## src/rtl/countdown_pkg.sv

```systemverilog
// Shared definitions for the countdown timer: state encoding and default width.
package countdown_pkg;

   localparam int DEFAULT_WIDTH = 4;

   typedef enum logic [1:0] {
      IDLE = 2'd0,
      RUN  = 2'd1,
      HOLD = 2'd2,
      DONE = 2'd3
   } state_t;

endpackage

```

## src/rtl/countdown_core.sv

```systemverilog
// WIDTH-bit count register with clear/load/decrement controls and a zero flag.
module countdown_core
   import countdown_pkg::*;
#(
   parameter int WIDTH = DEFAULT_WIDTH
) (
   input  logic             clock,
   input  logic             reset,
   input  logic             clear,
   input  logic             load,
   input  logic [WIDTH-1:0] value,
   input  logic             dec,
   output logic [WIDTH-1:0] count,
   output logic             zero
);

   assign zero = (count == '0);

   // Decrement saturates at zero so the count can never wrap to all-ones.
   always_ff @(posedge clock or posedge reset) begin
      if (reset) begin
         count <= '0;
      end else if (clear) begin
         count <= '0;
      end else if (load) begin
         count <= value;
      end else if (dec && !zero) begin
         count <= count - WIDTH'(1);
      end
   end

endmodule

```

## src/rtl/countdown_timer.sv

```systemverilog
// Loadable countdown timer with one-cycle done pulse; macro COUNTDOWN_AUTO_RELOAD_EN
// enables automatic reload from the last accepted load value on expiry.
//
// state | meaning
// IDLE  | ready for load, count held
// RUN   | decrementing while enable is high
// HOLD  | paused, count frozen until enable returns
// DONE  | one-cycle expiry, count is zero, done high
module countdown_timer
   import countdown_pkg::*;
#(
   parameter int WIDTH = DEFAULT_WIDTH
) (
   input  logic             clock,
   input  logic             reset,
   input  logic             load,
   input  logic [WIDTH-1:0] load_value,
   input  logic             enable,
   input  logic             abort,
   output logic [WIDTH-1:0] count,
   output logic             ready,
   output logic             busy,
   output logic             done
);

   state_t           state;
   logic             core_clear;
   logic             core_load;
   logic             core_dec;
   logic [WIDTH-1:0] core_value;
   logic             zero;
   logic             reload_go;

`ifdef COUNTDOWN_AUTO_RELOAD_EN
   logic [WIDTH-1:0] reload;

   always_ff @(posedge clock or posedge reset) begin
      if (reset) begin
         reload <= '0;
      end else if (state == IDLE && load) begin
         reload <= load_value;
      end else if ((state == RUN || state == HOLD) && abort) begin
         reload <= '0;
      end
   end

   assign reload_go = (reload != '0);
`else
   assign reload_go = 1'b0;
`endif

   always_comb begin
      core_clear = 1'b0;
      core_load  = 1'b0;
      core_dec   = 1'b0;
      core_value = load_value;
      case (state)
         IDLE: core_load = load;
         RUN: begin
            core_clear = abort;
            core_dec   = enable && !abort;
         end
         HOLD: core_clear = abort;
         DONE: begin
            core_load = reload_go;
`ifdef COUNTDOWN_AUTO_RELOAD_EN
            core_value = reload;
`endif
         end
         default: ;
      endcase
   end

   countdown_core #(.WIDTH(WIDTH)) u_core (
      .clock (clock),
      .reset (reset),
      .clear (core_clear),
      .load  (core_load),
      .value (core_value),
      .dec   (core_dec),
      .count (count),
      .zero  (zero)
   );

   always_ff @(posedge clock or posedge reset) begin
      if (reset) begin
         state <= IDLE;
         ready <= 1'b1;
         busy  <= 1'b0;
         done  <= 1'b0;
      end else begin
         done <= 1'b0;
         case (state)
            IDLE: begin
               if (load) begin
                  ready <= 1'b0;
                  if (load_value == '0) begin
                     state <= DONE;
                     done  <= 1'b1;
                  end else begin
                     state <= RUN;
                     busy  <= 1'b1;
                  end
               end
            end
            RUN: begin
               if (abort) begin
                  state <= IDLE;
                  ready <= 1'b1;
                  busy  <= 1'b0;
               end else if (enable) begin
                  // zero is a guard only: a running count is never zero
                  if (count == WIDTH'(1) || zero) begin
                     state <= DONE;
                     busy  <= 1'b0;
                     done  <= 1'b1;
                  end
               end else begin
                  state <= HOLD;
               end
            end
            HOLD: begin
               if (abort) begin
                  state <= IDLE;
                  ready <= 1'b1;
                  busy  <= 1'b0;
               end else if (enable) begin
                  state <= RUN;
               end
            end
            DONE: begin
               if (reload_go) begin
                  state <= RUN;
                  busy  <= 1'b1;
               end else begin
                  state <= IDLE;
                  ready <= 1'b1;
               end
            end
            default: state <= IDLE;
         endcase
      end
   end

endmodule

```

## config.mk

```make
export PLATFORM = sky130hd
export DESIGN_NAME = countdown_timer
export DESIGN_NICKNAME = d
export VERILOG_FILES = /design/src/rtl/countdown_pkg.sv /design/src/rtl/countdown_core.sv /design/src/rtl/countdown_timer.sv
export SDC_FILE = /design/constraint.sdc
export NUM_CORES = 1
export LEC_CHECK = 0
export ABC_AREA = 1
export CORE_MARGIN = 10
export CORE_UTILIZATION = 52
export DETAILED_ROUTE_END_ITERATION = 10
export GPL_ROUTABILITY_DRIVEN = 0
export HOLD_SLACK_MARGIN = 0.15
export PLACE_DENSITY_LB_ADDON = 0.15
export SETUP_SLACK_MARGIN = 0.05
export SLEW_MARGIN = 20
export SYNTH_ARGS = -nofsm -noshare
export SYNTH_HDL_FRONTEND = slang
export SYNTH_SLANG_ARGS = --single-unit
```

## constraint.sdc

```tcl
create_clock -name clock -period 2.65 [get_ports clock]
set_clock_uncertainty 0.05 [all_clocks]
set_input_delay 0.3975 -clock clock [delete_from_list [all_inputs] [get_ports clock]]
set_output_delay 0.3975 -clock clock [all_outputs]
set_load 0.02 [all_outputs]
```

==> key figures, run 1 <==
Clock tree
  • Cts bufs inserted: 3
  • Postcts setup bufs: 0
  • Skew-Pair Late Insertion Delay: 260 ps
  • Clk buf depth: 2
  • CTS clk-pin slew, worst paths: 60 ps
  • CTS sink cnt: 9
  • # resized after CTS: 0
  • # hold bufs at CTS: 0
  • CTS tree: yes
  • Htree depth: 1
  • Clock root buffer: clkbuf_4

Worst setup path
  • Top Family by Delay on Critical Path: buffers and inverters
  • Worst r2r src: state[0]
  • CP startpoint kind: flip-flop
  • Slowest stage delay, CP: 660 ps
  • CP max FO: 6
  • Reg2reg path depth: 8
  • Worst Setup SP: u_core.count[2]
  • Setup crit end kind: output pin
  • Worst path cell trace: clkdlybuf4s50_1
  • FF-to-FF End: busy
  • CP Data Required Time: 2200 ps
  • Crit path kind: reg -> out
  • Crit path buf inv count: 1
  • CP max stage cell: clkdlybuf4s50_1
  • Critical Path AT: 1400 ps
  • R2R Setup Slk: 1100 ps

Die
  • Die H: 56.9 µm
  • Ports: 16
  • Core ar.: 1300 µm²
  • Die Wd: 56.9 µm
  • Site Rows: 13
  • Initial core utilization: 0.545
  • Die Area: 3240 µm²

Drt
  • Pre-Repair DR Iteration Count: 4
  • DRC violations left: 0
  • DRT iter0 DRCs: 10
  • DR vias: 681
  • Routed WL: 1570 µm
  • Drt wl/cell: 11.7 µm
  • Via-to-Cell Ratio: 5.08
  • Antenna Nets Post-Route: 0

Yosys
  • Compound-Gate Fraction of Synth Area: 0.0847
  • Main combinational cell family by area after synthesis: simple AND/OR/NAND/NOR gates
  • Mux cell area share after synthesis: 0
  • Synth Instances: 100
  • Synth Area in Simple Gates: 0.388
  • Adder-cell share of the synthesized area: 0.123
  • Synth Register Bits: 9
  • Synth Warn #: 0
  • Synth Cell Area: 709 µm²
  • Yosys top cell by area: dfrtp_1
  • Xor and xnor area share after synthesis: 0
  • Main area contributors after synthesis: dfrtp_1 (28%), nand2_1 (19%), ha_1 (12%), inv_1 (7.4%), nand3_1 (4.2%)
  • Syn Area/Cell: 7.09 µm²
  • Net count after synthesis: 116
  • Synth top area share: 0.282
  • Synth cell types: 21
  • Register area share after synthesis: 0.319

Global route
  • GRT Residual Overflow: 0
  • First-pass GRT wire length: 2660 µm
  • Largest net degree at the start of global routing: 10
  • Number of global-route vias before repair: 635
  • Total track usage: 0.0980
  • Initial antenna violation count: 0

Power and ir drop
  • Net Switching: 0.000458 W
  • Clk pwr share: 0.112
  • P per Cell Area: 1070 nW/µm²
  • P_int: 0.000507 W
  • Gate power share: 0.620
  • Sequential power share: 0.268
  • Max VDD drop: 0.450 mV
  • Static leakage: 0.492 nW
  • Switching part of the total: 0.475

STA
  • RSZ-0062 raised after global routing: false
  • Fin crit share: 0.699
  • Fin. max-slew vios: 0
  • Sum of negative setup slack: 0 ps
  • Min Tclk post-route: 1850 ps
  • Achievable Freq: 540 MHz
  • Setup Viol. Count Final: 0
  • Fin Hold WS: 330 ps
  • Worst rel slew slack: 0.781
  • Final Hold Violating Endpoints: 0
  • Slew @ Worst Pin: 328 ps

Status
  • Status: completed

Layout
  • Layout cell share with drive strength beyond 1: 0.134
  • Fillers: 118
  • Area grow syn2layout: 27.5%
  • Util after Layout: 0.695
  • Fin nets: 136
  • ANT cells: 0

Flow run
  • Max-cap violations: 0

Placement
  • I/O Buffers: 15
  • Hpwl dp: 1330 µm

Min path
  • Hold WC Path Type: in -> async
## final cells by class
cell class	instances	area [µm²]	area share
inverters	16	60.1	0.0664
flip-flops and latches	9	226	0.250
well taps	15	18.8	0.0207
clock buffers	4	26.3	0.0290
repair buffers	15	150	0.166
multi-input cells	75	423	0.467
## how the worst max path moves through the flow
stage / endpoint / slack [ps] / cells past startpoint
floorplan: state[0] / 1140 / 7
global placement: busy / 990 / 8
detailed placement: busy / 960 / 8
CTS: count[2] / 790 / 1
global route: count[2] / 760 / 1
finish: count[2] / 800 / 1
## flip-flops by register name (all words and copies together) (netlist names)
signal,flops
ready,1
u_core.count,4
busy,1
state,2
done,1
## power groups by stage
stage / clock (W) / combinational [W] / sequential [W]
6_report: 0.000108 / 0.000598 / 0.000259
3_5_place_dp: 0 / 0.000601 / 0.000260
5_1_grt: 0.000117 / 0.000674 / 0.000266
3_3_place_gp: 0 / 0.000586 / 0.000258
4_1_cts: 0.000106 / 0.000602 / 0.000259
2_1_floorplan: 0 / 0.000372 / 0.000298
## layer usage
metal	track usage	vias up	share of wire
li1	-	349	-
met1	0.111	312	0.47
met2	0.153	15	0.44
met3	0.0332	5	0.068
met4	0.0638	0	0.024
met5	0	-	0
## stage by stage
stage               area [µm²]  total power (W)  worst slack (ps)  std cells
floorplan                  709         0.000670              1140        100
global placement           878         0.000843               986        130
detailed placement         878         0.000861               962        130
CTS                        905         0.000967               791        134
global route               905          0.00106               761        134
finish                     905         0.000965               799        134
## cells by family after synthesis
family | count (synthesis)
simple gates | 58
buf+inv | 16
compound gates | 10
flops | 9
fa+ha+maj | 7
## cells in the final DEF, fill, tap and decap left out
cell type | synthesis | routed
a21oi_2 | 1 | 1
a21oi_1 | 2 | 2
ha_1 | 7 | 7
nand2_1 | 36 | 36
dfstp_2 | 1 | 1
o21ai_2 | 1 | 1
clkbuf_1 | 0 | 1
clkdlybuf4s50_1 | 0 | 15
or2_2 | 2 | 2
nand2_4 | 1 | 1
nor2_1 | 4 | 4
clkbuf_4 | 0 | 3
nand3_1 | 6 | 6
o21a_1 | 1 | 1
nand2_2 | 2 | 2
nand3_2 | 1 | 1
nor3_1 | 1 | 1
dfrtp_1 | 8 | 8
nand4_1 | 1 | 1
nor2_4 | 2 | 2
o21ai_0 | 5 | 5
inv_2 | 2 | 2
nand3b_1 | 2 | 2
inv_1 | 14 | 14
## cell usage after synthesis, drive strengths merged
master / n
nand2: 39
inv: 16
dfrtp: 8
ha: 7
nand3: 7
nor2: 6
o21ai: 6
a21oi: 3
nand3b: 2
or2: 2
dfstp: 1
nand4: 1
nor3: 1
o21a: 1
Note: power is estimated with default switching activity, not from simulation.
==> run 2: changes to the inputs <==
--- a/config.mk
+++ b/config.mk
@@ -7,7 +7,7 @@
 export LEC_CHECK = 0
 export ABC_AREA = 1
 export CORE_MARGIN = 10
-export CORE_UTILIZATION = 52
+export CORE_UTILIZATION = 43
 export DETAILED_ROUTE_END_ITERATION = 10
 export GPL_ROUTABILITY_DRIVEN = 0
 export HOLD_SLACK_MARGIN = 0.15
==> constraint.sdc (replaced) <==
create_clock -name clock -period 1.6 [get_ports clock]
set_clock_uncertainty 0.05 [all_clocks]
set_input_delay 0.24 -clock clock [delete_from_list [all_inputs] [get_ports clock]]
set_output_delay 0.24 -clock clock [all_outputs]
set_load 0.02 [all_outputs]
==> key figures, run 2 (synthesized netlist as in run 1, its figures left out) <==
Clock tree
  • CTS clk-pin slew, worst paths: 60 ps (about the same)
  • CTS sink cnt: 9 (unchanged)
  • Clock root buffer: clkbuf_4
  • Skew-Pair Late Insertion Delay: 260 ps (about the same)
  • Clk buf depth: 2 (unchanged)
  • # hold bufs at CTS: 0 (unchanged)
  • CTS tree: yes
  • Htree depth: 1 (unchanged)
  • Cts bufs inserted: 3 (unchanged)

Worst setup path
  • CP Data Required Time: 1310 ps (-890 ps)
  • Top Family by Delay on Critical Path: buffers and inverters
  • CP max stage cell: clkdlybuf4s50_1
  • Setup crit end kind: output pin
  • Worst path cell trace: clkdlybuf4s50_1
  • Crit path kind: reg -> out
  • CP startpoint kind: flip-flop
  • Critical Path AT: 1210 ps (-190 ps)
  • CP max FO: 2 (-4)
  • Slowest stage delay, CP: 610 ps (-50 ps)
  • Crit path buf inv count: 1 (unchanged)

Layout
  • Area grow syn2layout: 31.7%
  • Most frequent cells in the layout: nand2_1 (35), inv_1 (12), clkdlybuf4s50_1 (11)
  • Max reg flops: 4 (unchanged)
  • Fillers: 143 (+21%)
  • Fin nets: 139 (+2.2%)
  • Largest Register: u_core.count
  • Top Registers: u_core.count: 4 flops, state: 2 flops
  • ANT cells: 0 (unchanged)
  • Commonest non-fill, non-tap cell in the layout: nand2_1
  • Util after Layout: 0.606 (-0.0889)
  • Layout cell share with drive strength beyond 1: 0.189 (+0.0541)

Drt
  • Via-to-Cell Ratio: 4.89 (-3.8%)
  • Drt wl/cell: 11.8 µm (+0.76%)
  • DRC violations left: 0 (unchanged)
  • Routed WL: 1630 µm (+3.8%)
  • DR vias: 675 (-0.88%)
  • Pre-Repair DR Iteration Count: 4 (unchanged)
  • DRT iter0 DRCs: 24 (+14)
  • Antenna Nets Post-Route: 0 (unchanged)

Power and ir drop
  • P per Cell Area: 1750 nW/µm² (+64%)
  • Max VDD drop: 0.731 mV (+62%)
  • Static leakage: 0.528 nW (+7.4%)

Global route
  • Initial antenna violation count: 0 (unchanged)
  • Largest net degree at the start of global routing: 10 (unchanged)
  • First-pass GRT wire length: 2720 µm (+2.1%)
  • Total track usage: 0.0951 (-0.00297)
  • GRT Residual Overflow: 0 (unchanged)
  • Number of global-route vias before repair: 616 (-3.0%)

STA
  • Fin. max-slew vios: 0 (unchanged)
  • Final Hold Violating Endpoints: 0 (unchanged)
  • Fin crit share: 0.940
  • Sum of negative setup slack: 0 ps (unchanged)
  • Setup Viol. Count Final: 0 (unchanged)
  • Achievable Freq: 665 MHz
  • RSZ-0062 raised after global routing: false
  • Min Tclk post-route: 1500 ps
  • Slew @ Worst Pin: 349 ps (+20.9 ps)
  • Worst rel slew slack: 0.767 (-0.0140)

Die
  • Die Wd: 60.6 µm (+6.5%)
  • Core ar.: 1540 µm² (+18%)
  • Initial core utilization: 0.460 (-0.0850)
  • Die H: 60.6 µm (+6.5%)
  • Die Area: 3670 µm² (+13%)
  • Site Rows: 14 (+1)
  • Ports: 16 (unchanged)

Flow run
  • Max-cap violations: 0 (unchanged)

Placement
  • I/O Buffers: 15 (unchanged)
  • Hpwl dp: 1360 µm (+2.3%)

Min path
  • Hold WC Path Type: in -> async

Status
  • Status: completed
-- run 2: cell types whose count changed in the layout (fill, tap and decap cells not counted), moves of 2 or more --
cell	before	now
inv_2	2	4
buf_4	0	3
dlygate4sd2_1	0	3
clkdlybuf4s50_1	15	11
inv_1	14	12
-- run 2: repair_timing --
item                       in CTS  in global routing
gates resized for setup         3                  6
setup endpoints to repair       3                  7
cloned                          0                  0
hold endpoints to repair        0                  0
setup buffers                   0                  1
-- run 2: path summary, 6_finish.rpt --
check	from	to	slack, ps	depth (start not counted)
min reg2reg	busy	busy	420	2
min	reset	u_core.count[1]	180	2
min in group clock	busy	busy	420	2
max reg2reg	u_core.count[0]	u_core.count[2]	180	7
max	u_core.count[3]	count[3]	100	1
max in group asynchronous	reset	ready	1010	2
-- run 2: per-layer routing --
metal | vias to the layer above | wire [µm] | track usage
li1 | 357 | - | -
met1 | 293 | 759 | 0.125
met2 | 23 | 719 | 0.137
met3 | 2 | 137 | 0.0292
met4 | 0 | 11 | 0.0470
met5 | - | 0 | 0
-- run 2: per-stage QoR --
stage	setup slack [ps]	hold slack, ps	instances	total power (W)	instance area (µm²)
after floorplan	89.2	17.2	100	0.00111	709
after CTS	80.9	197	137	0.00160	917
after global placement	110	405	133	0.00142	895
after detailed placement	99.1	413	133	0.00144	895
final	96.6	185	138	0.00163	935
after global routing	51.0	220	138	0.00181	935
-- run 2: final cells by class --
type | count | area [µm²] | area share
Clock buffer | 4 | 26.3 | 0.0281
Inverter | 16 | 60.1 | 0.0643
Multi-Input combinational cell | 75 | 430 | 0.461
Sequential cell | 9 | 226 | 0.242
Tap cell | 16 | 20.0 | 0.0214
Timing Repair Buffer | 18 | 171 | 0.183
-- run 2: where the power goes --
| part | internal [W] | leakage [nW] | switching [W] | total, W |
|---|---|---|---|---|
| Combinational | 0.000446 | 0.400 | 0.000610 | 0.00106 |
| Clock | 0.0000963 | 0.0150 | 0.0000817 | 0.000178 |
| Sequential | 0.000330 | 0.113 | 0.0000686 | 0.000399 |
==> variant, RTL diff (flow settings as in run 1) <==
`DEFAULT_WIDTH`: 4 -> 3.
--- a/src/rtl/countdown_pkg.sv
+++ b/src/rtl/countdown_pkg.sv
@@ -1,7 +1,7 @@
 // Shared definitions for the countdown timer: state encoding and default width.
 package countdown_pkg;
 
-   localparam int DEFAULT_WIDTH = 4;
+   localparam int DEFAULT_WIDTH = 3;
 
    typedef enum logic [1:0] {
       IDLE = 2'd0,
Ports: changed (resized count and load_value); port bits go from 16 to 14. No check against the original RTL was run, so the function may have changed too.
==> variant against run 1 <==
Via count down 17%; total power decreased by 3.5%; setup slack better by 0.032 ns; wire length shrank 22%; sequential cell count is 1 lower; synthesized area shrank 10%; die area is 6.6% lower; cell area down 10%; sequential power fell by 12%.
==> variant: results (changes against run 1) <==
status=finished clean; HPWL after DPL=1050 µm (-21%); first-pass GRT wire length=2010 µm (-24%); Num CTS Buffers=3 (unchanged); ANT cells=0 (unchanged); FILL cells=103 (-13%); vias per cell=4.73 (-6.9%); worst path arrival time=1.37 ns (-0.03 ns); Initial DRC Count=10 (unchanged); Post-synth EDFFs=0 (unchanged); core area=1130 µm² (-13%); internal reg-to-reg setup slack=1.18 ns (+0.08 ns); PortBufs=13 (-2); Reg clk slew, reported paths=0.05 ns; YS warnings=0 (unchanged); LEAKAGE=0.000415 µW (-16%); sequential area share after synthesis=31.6% (-0.35 points); Synth Area in Adders=15.7% (+3.3 points); Worst Tran Pin Value=0.273 ns (-0.0551 ns); total number of vias=563 (-17%); Area contributors post-synth=dfrtp_1 (27%), ha_1 (16%), nand2_1 (12%); largest net degree at the start of global routing=9 (-1); Async SR Flop Fraction=100% (unchanged); final wirelength=1220 µm (-22%); synthesized net count=104 (-10%); Post-Synth XOR/XNOR Area=0% (unchanged); number of global-route vias before repair=514 (-19%); H-tree levels=1 (unchanged); Top Registers=u_core.count (3), state (2); most frequent cells after synthesis=nand2_1 (21), inv_1 (15), nor2_1 (9); cell family with most CP delay=buffers and inverters; post-cts gate resize count=0 (unchanged); Post-Place Cell Area=786 µm² (-11%); Setup Buffers After CTS=0 (unchanged); worst r2r src=u_core.count[0]$_DFFE_PP0P_; CP max-delay cell=clkdlybuf4s50_1; fraction of synthesized area in multiplexers=0% (unchanged); Synth Area in Compound Gates=11.0% (+2.5 points); Hold WS=0.326 ns (-0.00426 ns); clk_lat worst skew=0.25 ns; nets=122 (-10%); max incr delay on CP=0.60 ns (-0.06 ns); Clock Tree Root=clkbuf_4; drt first pass iters=4 (unchanged); Global Route Usage Sum=9.37% (-0.43 points); fraction of layout cells with a size suffix above 1=13.3% (-0.11 points); R2R Path End=state[0]$_DFFE_PP0P_; worst vdd ir=645 µV (+43%); clock buffer depth=2 (unchanged); worst hold path class=in -> async; Yosys cell types=20 (-4.8%); synthesized instance count=88 (-12%); crit path max fanout=2 (-4); initial antenna violation count=0 (unchanged); Worst R2R Path Depth=8 (unchanged)
## variant: worst max path at each step
stage,endpoint,startpoint,cells after the start,slack [ns]
global placement,u_core.count[0]$_DFFE_PP0P_,abort,8,1.07
finish,ready,ready$_DFFE_PP1P_,1,0.83
detailed placement,u_core.count[0]$_DFFE_PP0P_,abort,8,1.04
global route,ready,ready$_DFFE_PP1P_,1,0.80
floorplan,state[0]$_DFFE_PP0P_,u_core.count[0]$_DFFE_PP0P_,7,1.19
CTS,ready,ready$_DFFE_PP1P_,1,0.82
## variant: metrics by stage
stage	utilization [%]	worst slack [ns]	total power, µW
6_report	72.1	0.831	931
5_1_grt	72.1	0.802	1040
4_1_cts	72.1	0.815	939
3_5_place_dp	69.8	1.04	836
3_3_place_gp	69.8	1.07	829
2_1_floorplan	-	1.19	666
## variant: cell families (layout without fill, tap and decap cells)
logic type               after synthesis  count (layout)
AO/OA/AOI/OAI                         13              13
AND/OR/NAND/NOR                       42              42
adder cells (fa/ha/maj)                8               8
buffers and inverters                 17              34
flip-flops                             8               8
## variant: final cells by class
type	instances	area share [%]
Timing Repair Buffer	13	16.0
Sequential cell	8	24.8
Multi-Input combinational cell	63	45.6
Clock buffer	4	3.24
Inverter	17	8.17
Tap cell	14	2.16
## variant: power by group
part / total [µW] / switching, µW / internal (µW)
Combinational: 605 / 353 / 252
Clock: 97.9 / 40.4 / 57.5
Sequential: 228 / 40.1 / 188
## variant: layer usage
metal | track usage [%] | vias up | part of all wire [%]
li1 | - | 306 | -
met1 | 10.6 | 239 | 46
met2 | 13.2 | 13 | 42
met3 | 2.93 | 5 | 7.6
met4 | 9.60 | 0 | 3.8
met5 | 0 | - | 0
